<file path="src/rtl/nibble_sequencer_if.sv">
// Control/status bundle between the nibble sequencer and the datapath/debug host.
interface nibble_sequencer_if;
  logic       run;
  logic       step_req;
  logic [2:0] ir_op;
  logic       fetch_en;
  logic       opnd_en;
  logic       r_en;
  logic       ram_we;
  logic       step_ack;
  logic       halted;
  logic [2:0] state;
  logic [7:0] instr_count;

  modport master (
    output run, step_req, ir_op,
    input  fetch_en, opnd_en, r_en, ram_we, step_ack, halted, state, instr_count
  );

  modport slave (
    input  run, step_req, ir_op,
    output fetch_en, opnd_en, r_en, ram_we, step_ack, halted, state, instr_count
  );
endinterface

</file>
<file path="src/rtl/nibble_sequencer.sv">
// Moore control sequencer: fetch/decode/memread/exec/store with run and single-step
// modes, configurable ROM/RAM wait states and a retired-instruction counter.
module nibble_sequencer #(
  parameter int ROM_WAIT = 1,
  parameter int RAM_WAIT = 1
) (
  input  logic               clk,
  input  logic               reset,
  nibble_sequencer_if.slave  bus
);

  typedef enum logic [2:0] {
    IDLE   = 3'd0,
    FETCH  = 3'd1,
    DECODE = 3'd2,
    MEMRD  = 3'd3,
    EXEC   = 3'd4,
    STORE  = 3'd5,
    HALT   = 3'd6,
    BAD    = 3'd7
  } state_e;

  localparam logic [1:0] ROM_LAST = 2'(ROM_WAIT - 1);
  localparam logic [1:0] RAM_LAST = 2'(RAM_WAIT - 1);

  state_e     state_q, state_d;
  logic [1:0] wait_q, wait_d;
  logic       step_q, step_d;
  logic       ack_q, ack_d;
  logic [7:0] cnt_q, cnt_d;
  logic       retire;

  always_ff @(posedge clk) begin
    if (!reset) begin
      state_q <= IDLE;
      wait_q  <= 2'd0;
      step_q  <= 1'b0;
      ack_q   <= 1'b0;
      cnt_q   <= 8'd0;
    end else begin
      state_q <= state_d;
      wait_q  <= wait_d;
      step_q  <= step_d;
      ack_q   <= ack_d;
      cnt_q   <= cnt_d;
    end
  end

  always_comb begin
    state_d = state_q;
    wait_d  = wait_q;
    step_d  = step_q;
    ack_d   = 1'b0;
    cnt_d   = cnt_q;
    retire  = 1'b0;
    case (state_q)
      IDLE: begin
        // run has priority; a step request only arms the flag when not running
        if (bus.run) begin
          state_d = FETCH;
          step_d  = 1'b0;
        end else if (bus.step_req) begin
          state_d = FETCH;
          step_d  = 1'b1;
        end
      end
      FETCH: begin
        if (wait_q == ROM_LAST) begin
          wait_d  = 2'd0;
          state_d = DECODE;
        end else begin
          wait_d  = wait_q + 2'd1;
        end
      end
      DECODE: begin
        if (bus.ir_op == 3'b111)      state_d = HALT;
        else if (bus.ir_op == 3'b100) state_d = STORE;
        else if (bus.ir_op[0])        state_d = MEMRD;
        else                          state_d = EXEC;
      end
      MEMRD: begin
        if (wait_q == RAM_LAST) begin
          wait_d  = 2'd0;
          state_d = EXEC;
        end else begin
          wait_d  = wait_q + 2'd1;
        end
      end
      EXEC:  retire = 1'b1;
      STORE: retire = 1'b1;
      HALT:  state_d = HALT;
      default: begin
        state_d = IDLE;
        wait_d  = 2'd0;
        step_d  = 1'b0;
      end
    endcase

    if (retire) begin
      cnt_d = cnt_q + 8'd1;
      if (step_q) begin
        state_d = IDLE;
        step_d  = 1'b0;
        ack_d   = 1'b1;
      end else if (bus.run) begin
        state_d = FETCH;
      end else begin
        state_d = IDLE;
      end
    end
  end

  assign bus.fetch_en    = (state_q == FETCH) && (wait_q == ROM_LAST);
  assign bus.opnd_en     = (state_q == DECODE);
  assign bus.r_en        = (state_q == EXEC);
  assign bus.ram_we      = (state_q == STORE);
  assign bus.step_ack    = ack_q;
  assign bus.halted      = (state_q == HALT);
  assign bus.state       = state_q;
  assign bus.instr_count = cnt_q;

endmodule

</file>
<file path="src/flat_wrapper.sv">
// flat-port wrapper written by rule: the top's interface ports become plain ports
module nibble_sequencer_flat 
#(
  parameter int ROM_WAIT = 1,
  parameter int RAM_WAIT = 1
)
  (clk, reset, bus_run, bus_step_req, bus_ir_op, bus_fetch_en, bus_opnd_en, bus_r_en, bus_ram_we, bus_step_ack, bus_halted, bus_state, bus_instr_count);
  nibble_sequencer_if bus_i ();
  input  logic clk;
  input  logic reset;
  input wire logic [$bits(bus_i.run)-1:0] bus_run;
  input wire logic [$bits(bus_i.step_req)-1:0] bus_step_req;
  input wire logic [$bits(bus_i.ir_op)-1:0] bus_ir_op;
  output wire logic [$bits(bus_i.fetch_en)-1:0] bus_fetch_en;
  output wire logic [$bits(bus_i.opnd_en)-1:0] bus_opnd_en;
  output wire logic [$bits(bus_i.r_en)-1:0] bus_r_en;
  output wire logic [$bits(bus_i.ram_we)-1:0] bus_ram_we;
  output wire logic [$bits(bus_i.step_ack)-1:0] bus_step_ack;
  output wire logic [$bits(bus_i.halted)-1:0] bus_halted;
  output wire logic [$bits(bus_i.state)-1:0] bus_state;
  output wire logic [$bits(bus_i.instr_count)-1:0] bus_instr_count;
  assign bus_i.run = bus_run;
  assign bus_i.step_req = bus_step_req;
  assign bus_i.ir_op = bus_ir_op;
  assign bus_fetch_en = bus_i.fetch_en;
  assign bus_opnd_en = bus_i.opnd_en;
  assign bus_r_en = bus_i.r_en;
  assign bus_ram_we = bus_i.ram_we;
  assign bus_step_ack = bus_i.step_ack;
  assign bus_halted = bus_i.halted;
  assign bus_state = bus_i.state;
  assign bus_instr_count = bus_i.instr_count;
  nibble_sequencer #(.ROM_WAIT(ROM_WAIT), .RAM_WAIT(RAM_WAIT)) u_core (.clk(clk), .reset(reset), .bus(bus_i));
endmodule
</file>
<file path="config.mk">
export PLATFORM = sky130hd
export DESIGN_NAME = nibble_sequencer_flat
export DESIGN_NICKNAME = d
export VERILOG_FILES = /design/src/rtl/nibble_sequencer_if.sv /design/src/rtl/nibble_sequencer.sv /design/src/flat_wrapper.sv
export SDC_FILE = /design/constraint.sdc
export NUM_CORES = 1
export LEC_CHECK = 0
export CORE_MARGIN = 1
export CORE_UTILIZATION = 28
export CTS_BUF_LIST = sky130_fd_sc_hd__clkbuf_8
export DETAILED_ROUTE_END_ITERATION = 8
export SETUP_SLACK_MARGIN = 0.1
export SYNTH_ARGS = -nofsm -noshare
export SYNTH_HDL_FRONTEND = slang
export SYNTH_SLANG_ARGS = --single-unit
export TNS_END_PERCENT = 50
</file>
<file path="constraint.sdc">
create_clock -name clk -period 3.91 [get_ports clk]
set_clock_uncertainty 0.15 [all_clocks]
set_input_delay 0.5865 -clock clk [delete_from_list [all_inputs] [get_ports clk]]
set_output_delay 0.5865 -clock clk [all_outputs]
set_load 0.03 [all_outputs]
</file>
# Word level (Yosys, flattened, before mapping)
# Index checks and enable logic that the tools add are counted.
[word_totals]
reg_bits = 15
input_bits = 7
elab_cells = 48
out_inout_bits = 17
[op_classes]
addsub = 2
n_reduce_logical = 9
n_eq_ne = 12
mux = 20
[op_table]
columns = ["cell", "n"]
rows = [
  ["2-to-1 mux 3 bit", 9],
  ["case mux 3 bit (6 select lines)", 1],
  ["== test 3 bit (second input constant)", 5],
  ["adder 8 x 1 -> 8 bit (second input constant)", 1],
  ["2-to-1 mux 1 bit", 7],
  ["== test 3 x 2 -> 1 bit (second input constant)", 2],
  ["!= test 3 x 1 -> 1 bit (second input constant)", 2],
  ["OR reduction 6 bit", 1],
  ["OR reduction 5 bit", 1],
  ["!= test 4 x 3 -> 1 bit (second input constant)", 1],
  ["case mux 2 bit (2 select lines)", 1],
  ["AND reduction 4 bit", 1],
  ["OR reduction 2 bit", 2],
  ["== test 3 x 1 -> 1 bit (second input constant)", 1],
  ["zero test 3 bit", 1],
  ["adder 2 x 1 -> 2 bit (second input constant)", 1],
  ["zero test 2 bit", 1],
  ["2-to-1 mux 2 bit", 1],
  ["!= test 2 x 1 -> 1 bit (second input constant)", 1],
  ["case mux 1 bit (2 select lines)", 1],
  ["AND reduction 2 bit", 1],
  ["logical AND 1 bit", 1],
]

# Depth between registers and ports, before layout
[logic_depth]
word_depth = 5
depth_mapped = 6
mapped_depth_nobuf = 6

# Least setup slack after synthesis
# Ideal clock, no wire load.
[synth_path]
kind = "flip-flop to output port"
startpoint = "register u_core.state_q[2] (netlist: u_core.bus.state[2])"
endpoint = "output bus_r_en"
stages_incl_launch_ff = 4
arrival_time_ns = 1.275
setup_slack_ns = 1.898
t_required_ns = 3.174
path_buffers = 1
cell_sequence = "dfxtp_1 > buf_2 > nand2b_1 > nor2_1"
[synth_between]
elab_chain_len = 1
[synth_lines]
columns = ["item", "line_no", "text"]
rows = [
  ["start, declared", "nibble_sequencer.sv:26", "state_e state_q, state_d;"],
  ["start signal, assigned", "nibble_sequencer.sv:41", "state_q <= state_d;"],
  ["== test 3 bit", "nibble_sequencer.sv:115", "assign bus.r_en = (state_q == EXEC);"],
  ["end, declared", "flat_wrapper.sv:16", "output wire logic [$bits(bus_i.r_en)-1:0] bus_r_en;"],
]
# Every way passes these cells.

# Final worst setup path
[layout_path]
startpoint = "register u_core.state_q[2] (netlist: u_core.bus.state[2])"
endpoint = "output bus_ram_we"
[layout_between]
elab_chain_len = 1
[layout_lines]
columns = ["item", "line_no", "text"]
rows = [
  ["== test 3 bit", "nibble_sequencer.sv:116", "assign bus.ram_we = (state_q == STORE);"],
  ["end, declared", "flat_wrapper.sv:17", "output wire logic [$bits(bus_i.ram_we)-1:0] bus_ram_we;"],
]
# Every way passes these cells.

==> flow_results.org <==
** Status
- The run finished with clean final reports.

** Clock tree
- Skew-Pair Late Insertion Delay :: 250 ps
- Deepest level of the CTS H-tree :: 1
- CTS saw 15 sinks.
- Clock tree synthesis inserted a total of 3 buffers.
- Clock root buffer master :: sky130_fd_sc_hd__clkbuf_8
- Buffer count from post-CTS setup fixing :: 0
- Post-CTS repair changed the size of 0 cells.
- TritonCTS built the clock tree.
- Hold-fix buffers, CTS :: 0
- In this run the deepest clock path goes through 2 buffers.
- Clock-pin slew was measured on the worst setup and hold paths at 60 ps.

** Worst setup path
- Critical path arrival :: about 2100 ps
- Data on the critical path is required at its endpoint by around 3200 ps.
- Setup Crit Path Kind :: reg2out
- Slowest stage delay, CP :: ~670 ps
- Along the worst path, the maximum fanout reaches 12.
- Source of the worst register-to-register timing path :: u_core.bus.state[2]
- Library cell contributing the largest single delay on the critical path :: sky130_fd_sc_hd__clkdlybuf4s50_1
- Broken down by cell family, the worst path's largest delay share belongs to buffers and inverters.
- Kind of start point of the critical path :: flip-flop
- The worst setup path is captured at a primary output.
- Cell-by-cell trace of the critical path :: nor2b_2, and2_1, clkdlybuf4s50_1
- Tracing the worst setup path back leads to its startpoint at u_core.bus.state[2].
- Buffers & Inverters on Critical Path :: 1

** Place
- Count of input and output buffers :: 23
- Routability-driven placement finished with a final weighted congestion of ~0.8.
- Summing all placed instances gives a cell area of 0.00102 mm2.
- Detail Placement HPWL :: roughly 1100 um
- Inst Count DP :: 140

** Synth
- Seq/Total Area, Yosys :: 38.2%
- When the netlist entered floorplanning its net count stood at 102.
- After synthesis, the mean cell area works out to around 8.6 um2.
- Syn Inst Count :: 92
- In the post-synthesis netlist, the biggest area contributors are sky130_fd_sc_hd__dfxtp_1 (38%), sky130_fd_sc_hd__xnor2_1 (8.9%), sky130_fd_sc_hd__and2_1 (7.2%).
- Synthesis instantiated 28 different standard cells from the library.
- Register bit count reported by yosys :: 15
- Summing every instance area after synthesis gives slightly below 800 um2.
- Portion of synthesized cell area occupied by the leading cell type :: 38.2%
- Most area-hungry cell type in the Yosys netlist :: sky130_fd_sc_hd__dfxtp_1
- During synthesis, Yosys emitted a total of 0 warnings.

** Route
- Before antenna repair, the detailed router went through 4 iterations.
- The count of nets left with antenna violations once routing finished came out at 0.
- Routed vias :: 700
- Total Wirelength :: between 1500 and 2000 um
- Mean routed wirelength per cell :: 11.3 um
- For this run, design rule violations remaining after detail routing come to 0.
- After detailed routing, the number of vias per cell comes to 4.86.
- Iteration-0 DRC Markers :: 14

** Power
- Internal power :: 0.000268 W
- For this design the ratio of total power to cell area is 356 mW/mm2.
- In this run the power spent charging and discharging nets is 0.000111 W.
- Share of total power in combinational logic :: 20.7%
- Leak Pwr :: 0.400 nW
- In this run switching power makes up 29.3% of total power.
- Maximum resistive drop on vdd :: 0.000233 V
- Sequential Power Share :: between 40% and 50%
- Of the total power, the clock network draws between 30% and 40%.

** STA
- Max Clk Rate :: 356 MHz
- Unrepaired setup endpoints after global routing :: no
- Transition time of the tightest slew-check pin :: around 460 ps
- Final sum of negative setup slack :: 0 ps
- After layout, the worst path uses a little under three quarters of the clock period.
- Setup violations remaining at the end of the flow were counted as 0.
- The worst pin sits at a relative slew slack of roughly 69%.
- Worst hold slack after final layout :: 361 ps
- Final Max Slew Viols :: 0
- The worst path in the final design needs a cycle of 2810 ps, including I/O delays and setup.
- Hold violation total from the final report :: 0

** Final layout
- # fillers :: 276
- The repair_antennas step left the layout with diodes totalling 0.
- At the end of the flow, the number of nets in the layout was 125.
- From synthesis to final layout, the design area changed by 35.0%.
- Cells with a size suffix above 1 make up under 10% of the layout.
- Final cell count without fillers :: approximately 140
- After routing the design area is 0.00106 mm2.
- Leaving out fill and tap cells, the most frequent cell in the layout is sky130_fd_sc_hd__clkdlybuf4s50_1.
- Most frequent cells in the layout :: sky130_fd_sc_hd__clkdlybuf4s50_1 (23), sky130_fd_sc_hd__dfxtp_1 (15), sky130_fd_sc_hd__nand2_1 (10), sky130_fd_sc_hd__and2_1 (9), sky130_fd_sc_hd__xnor2_1 (8)

** Floorplanning
- Number of I/O pins :: 24
- Vertical extent of the die :: 55.0 um
- For this configuration, the core starts out at a cell density of 30.7%.
- The floorplan has 18 rows.
- Core area :: 0.00257 mm2
- The die covers 0.00303 mm2.
- Die X-Extent :: roughly 55 um

** GRT
- Global-route wire length before repair :: around 2700 um
- Antenna violations before repair :: 0
- For this run, the total global-route usage over all layers was measured as 12.7%.
- Global route overflow :: 0
- Entering global routing, the biggest net connects 16 pins.
- The via count of the first global-routing pass was 636.

** Run
- Number of max-cap violations :: 0

** Hold path
- Path type of the worst min-delay path :: reg2reg
- Beginning of the worst hold path :: u_core.bus.instr_count[1]
## Yosys cell counts (all sizes together)
| cell type | n |
|---|---|
| dfxtp | 15 |
| nand2b | 2 |
| xnor2 | 8 |
| nor2 | 7 |
| and3 | 3 |
| a21boi | 1 |
| ha | 3 |
| a22oi | 3 |
| a21oi | 3 |
| a32oi | 1 |
| a2bb2oi | 1 |
| clkbuf | 1 |
| nor2b | 5 |
| o21ai | 3 |
| buf | 4 |
| and2 | 9 |
| a21o | 1 |
| nand2 | 10 |
| nor3 | 1 |
| inv | 4 |
| nand4 | 4 |
| and3b | 1 |
| nand3b | 1 |
| and4 | 1 |
## area by class of cell
type	count	area [um2]	area share (%)
Clock inverter	1	5.00	0.471
Timing Repair Buffer	23	230	21.7
Sequential cell	15	300	28.3
Inverter	4	15.0	1.41
Tap cell	30	37.5	3.53
Multi-Input combinational cell	68	433	40.8
Clock buffer	3	41.3	3.89
## layer usage
metal / up-vias / global-route usage, % / wire, um
met5: - / 0 / 0
met4: 0 / 5.00 / 0
met3: 0 / 5.19 / 104
met1: 326 / 14.3 / 759
met2: 23 / 21.1 / 762
li1: 351 / - / -
## sequential cells by signal, indices dropped and copies added, names as in the netlist
signal                  flops
u_core.bus.instr_count      8
u_core.bus.state            3
u_core.wait_q               2
u_core.bus.step_ack         1
u_core.step_q               1
## worst reg2reg max path, stage by stage (launching register included)
cell and delay (ps):
sky130_fd_sc_hd__dfxtp_1 540, sky130_fd_sc_hd__nor2b_2 440, sky130_fd_sc_hd__nand4_1 190, sky130_fd_sc_hd__xnor2_1 150
sky130_fd_sc_hd__and2_1 150
## final timing paths
path                                                  end  slack (ps)  depth (start not counted)
worst min-delay path            u_core.bus.instr_count[1]         360                          2
worst min register to register  u_core.bus.instr_count[1]         360                          2
worst max register to register  u_core.bus.instr_count[7]        2200                          4
worst max-delay path                           bus_ram_we        1100                          3
## kinds of logic after synthesis
group / share of synthesized area [%]
simple gates: 30.5
fa+ha+maj: 4.77
compound gates: 10.8
xor+xnor: 8.90
buf+inv: 6.83
flops: 38.2
## metrics by stage
| stage | util [%] | total power, W | setup slack [ps] |
|---|---|---|---|
| floorplan | - | 0.000231 | 1900 |
| detailed placement | 39.6 | 0.000256 | 1370 |
| finish | 41.4 | 0.000378 | 1100 |
| global route | 41.4 | 0.000399 | 953 |
| CTS | 41.4 | 0.000387 | 1080 |
| global placement | 39.6 | 0.000255 | 1430 |
## power by group through the flow
stage | registers (W) | clock network [W] | logic [W]
global placement | 0.000177 | 0 | 0.0000785
CTS | 0.000175 | 0.000133 | 0.0000791
floorplan | 0.000178 | 0 | 0.0000536
global route | 0.000176 | 0.000139 | 0.0000841
finish | 0.000175 | 0.000126 | 0.0000783
detailed placement | 0.000178 | 0 | 0.0000783
Power figures use the tool's default switching activity.
==> patch: new RTL, same flow settings <==
Make the reset (`reset`) asynchronous in one clocked block.
--- a/src/rtl/nibble_sequencer.sv
+++ b/src/rtl/nibble_sequencer.sv
@@ -31,5 +31,5 @@
   logic       retire;
 
-  always_ff @(posedge clk) begin
+  always_ff @(posedge clk or negedge reset) begin
     if (!reset) begin
       state_q <= IDLE;
Function: differs if reset is asserted again (counterexample within 4 cycles, from zero or initial values and one cycle with reset low); with reset held inactive, the same outputs for 10 cycles.
==> patch against the original RTL <==
- routed wire length shrank 0.80%
- design area grew 2.9%
- synthesized area up 2.4%
- synthesized cell count is 16% lower
- count of clock-buffer cells in the layout unchanged
- maximum frequency up 3.9%
- worst setup slack gained 0.11 ns
- sequential cell count is the same
- critical path type unchanged
Power is not compared: it rests on default switching activity, and its combinational part moved more than twofold at a synthesized area within 25%.
==> patch: results (changes against the original RTL) <==
run status=complete, no violations; final core utilization=40.0% (-1.4 points); seq_cells=15 (unchanged); multi-input logic area=392 um^2 (-9.5%); sequential area share after synthesis=46.6% (+8.4 points); met3 global-route usage=6.28% (+1.1 points); Yosys cell types=27 (-3.6%); layout cells sized above 1=11.9% (+7.5 points); Final non-clock buffer share=21.1% (-0.62 points); comb_multi_in=56 (-18%); # clk buffers=3 (unchanged); Cells after DPL=128 (-8.6%); worst reg-to-reg setup slack=2.49 ns (+0.29 ns); post-DP HPWL=1200 um (+4.4%); GR met1 Demand/Resource=16.1% (+1.7 points); syn_nets=87 (-15%); WL final=1610 um (-0.80%); H-tree Lvls=1 (unchanged); Post-layout nets=112 (-10%); Total GRT Usage=12.1% (-0.60 points); Hold Slack=0.320 ns (-0.0412 ns); vias in the first global route=611 (-3.9%); Logic inverters=3 (-1); worst slack, placed=1.47 ns (+0.0993 ns); via count=625 (-11%); Die X=55.6 um (+1.1%); placed cell area=0.00105 mm^2 (+3.1%); largest cells by area after synthesis=dfrtp_1 (47%), xnor2_1 (7.6%), ha_1 (4.7%); Final GP Congestion=0.743 (-7.5%); most frequent cells after synthesis=dfrtp_1 (15), nand2_1 (10), xnor2_1 (7), nand4_1 (4), o21ai_0 (4); min cycle time layout=2.71 ns (-0.106 ns); first-pass GRT wire length=2860 um (+6.4%); DRT iter0 DRCs=17 (+3); crit-path max FO=11 (-1); Layout fillers=261 (-5.4%); relative slew slack=55.1% (-14 points); pin count of the biggest net entering global routing=16 (unchanged); number of port buffers=23 (unchanged); global-route met2 utilization=17.4% (-3.7 points); syn avg cell area=10.5 um^2 (+22%); asr flop ratio synth=100% (+100 points); clk cell area share=4.23% (-0.12 points)
[patch: cell types whose count changed after synthesis, sizes merged, moves of 3 or more]
| cell | unedited run | this run |
|---|---|---|
| dfxtp | 15 | 0 |
| dfrtp | 0 | 15 |
| and2 | 9 | 4 |
| nor2 | 7 | 3 |
| a22oi | 3 | 0 |
[patch: kinds of logic (layout without fill, tap and decap cells)]
| kind of cell | after synthesis | count (layout) | share of synthesized area (%) |
|---|---|---|---|
| adders and majority gates | 3 | 3 | 4.66 |
| AOI/OAI and AO/OA | 9 | 9 | 7.45 |
| and+or+nand+nor | 36 | 36 | 27.8 |
| buffers and inverters | 6 | 30 | 4.81 |
| xor gates and xnor gates | 8 | 8 | 8.70 |
| DFF | 15 | 15 | 46.6 |
[patch: path summary, 6_finish.rpt]
| check | from | end | cells past startpoint |
|---|---|---|---|
| setup / recovery | u_core.bus.state[0] | bus_fetch_en | 4 |
| hold / removal | u_core.bus.instr_count[7] | u_core.bus.instr_count[7] | 1 |
| min in group asynchronous | reset | u_core.bus.instr_count[5] | 1 |
| hold reg to reg | u_core.bus.instr_count[7] | u_core.bus.instr_count[7] | 1 |
| max in group asynchronous | reset | u_core.bus.instr_count[1] | 1 |
| setup reg to reg | u_core.bus.state[1] | u_core.bus.instr_count[7] | 3 |
[patch: power by group]
part | total, mW | internal [mW] | switching, mW | leakage, nW
registers | 0.282 | 0.198 | 0.0840 | 0.197
clock network | 0.128 | 0.0706 | 0.0571 | 0.0255
logic | 0.401 | 0.185 | 0.216 | 0.245
[patch: per-layer routing]
| metal | part of all wire (%) | vias up |
|---|---|---|
| met3 | 8.6 | 2 |
| li1 | - | 309 |
| met4 | 0.37 | 0 |
| met2 | 44 | 23 |
| met1 | 47 | 291 |
| met5 | 0 | - |
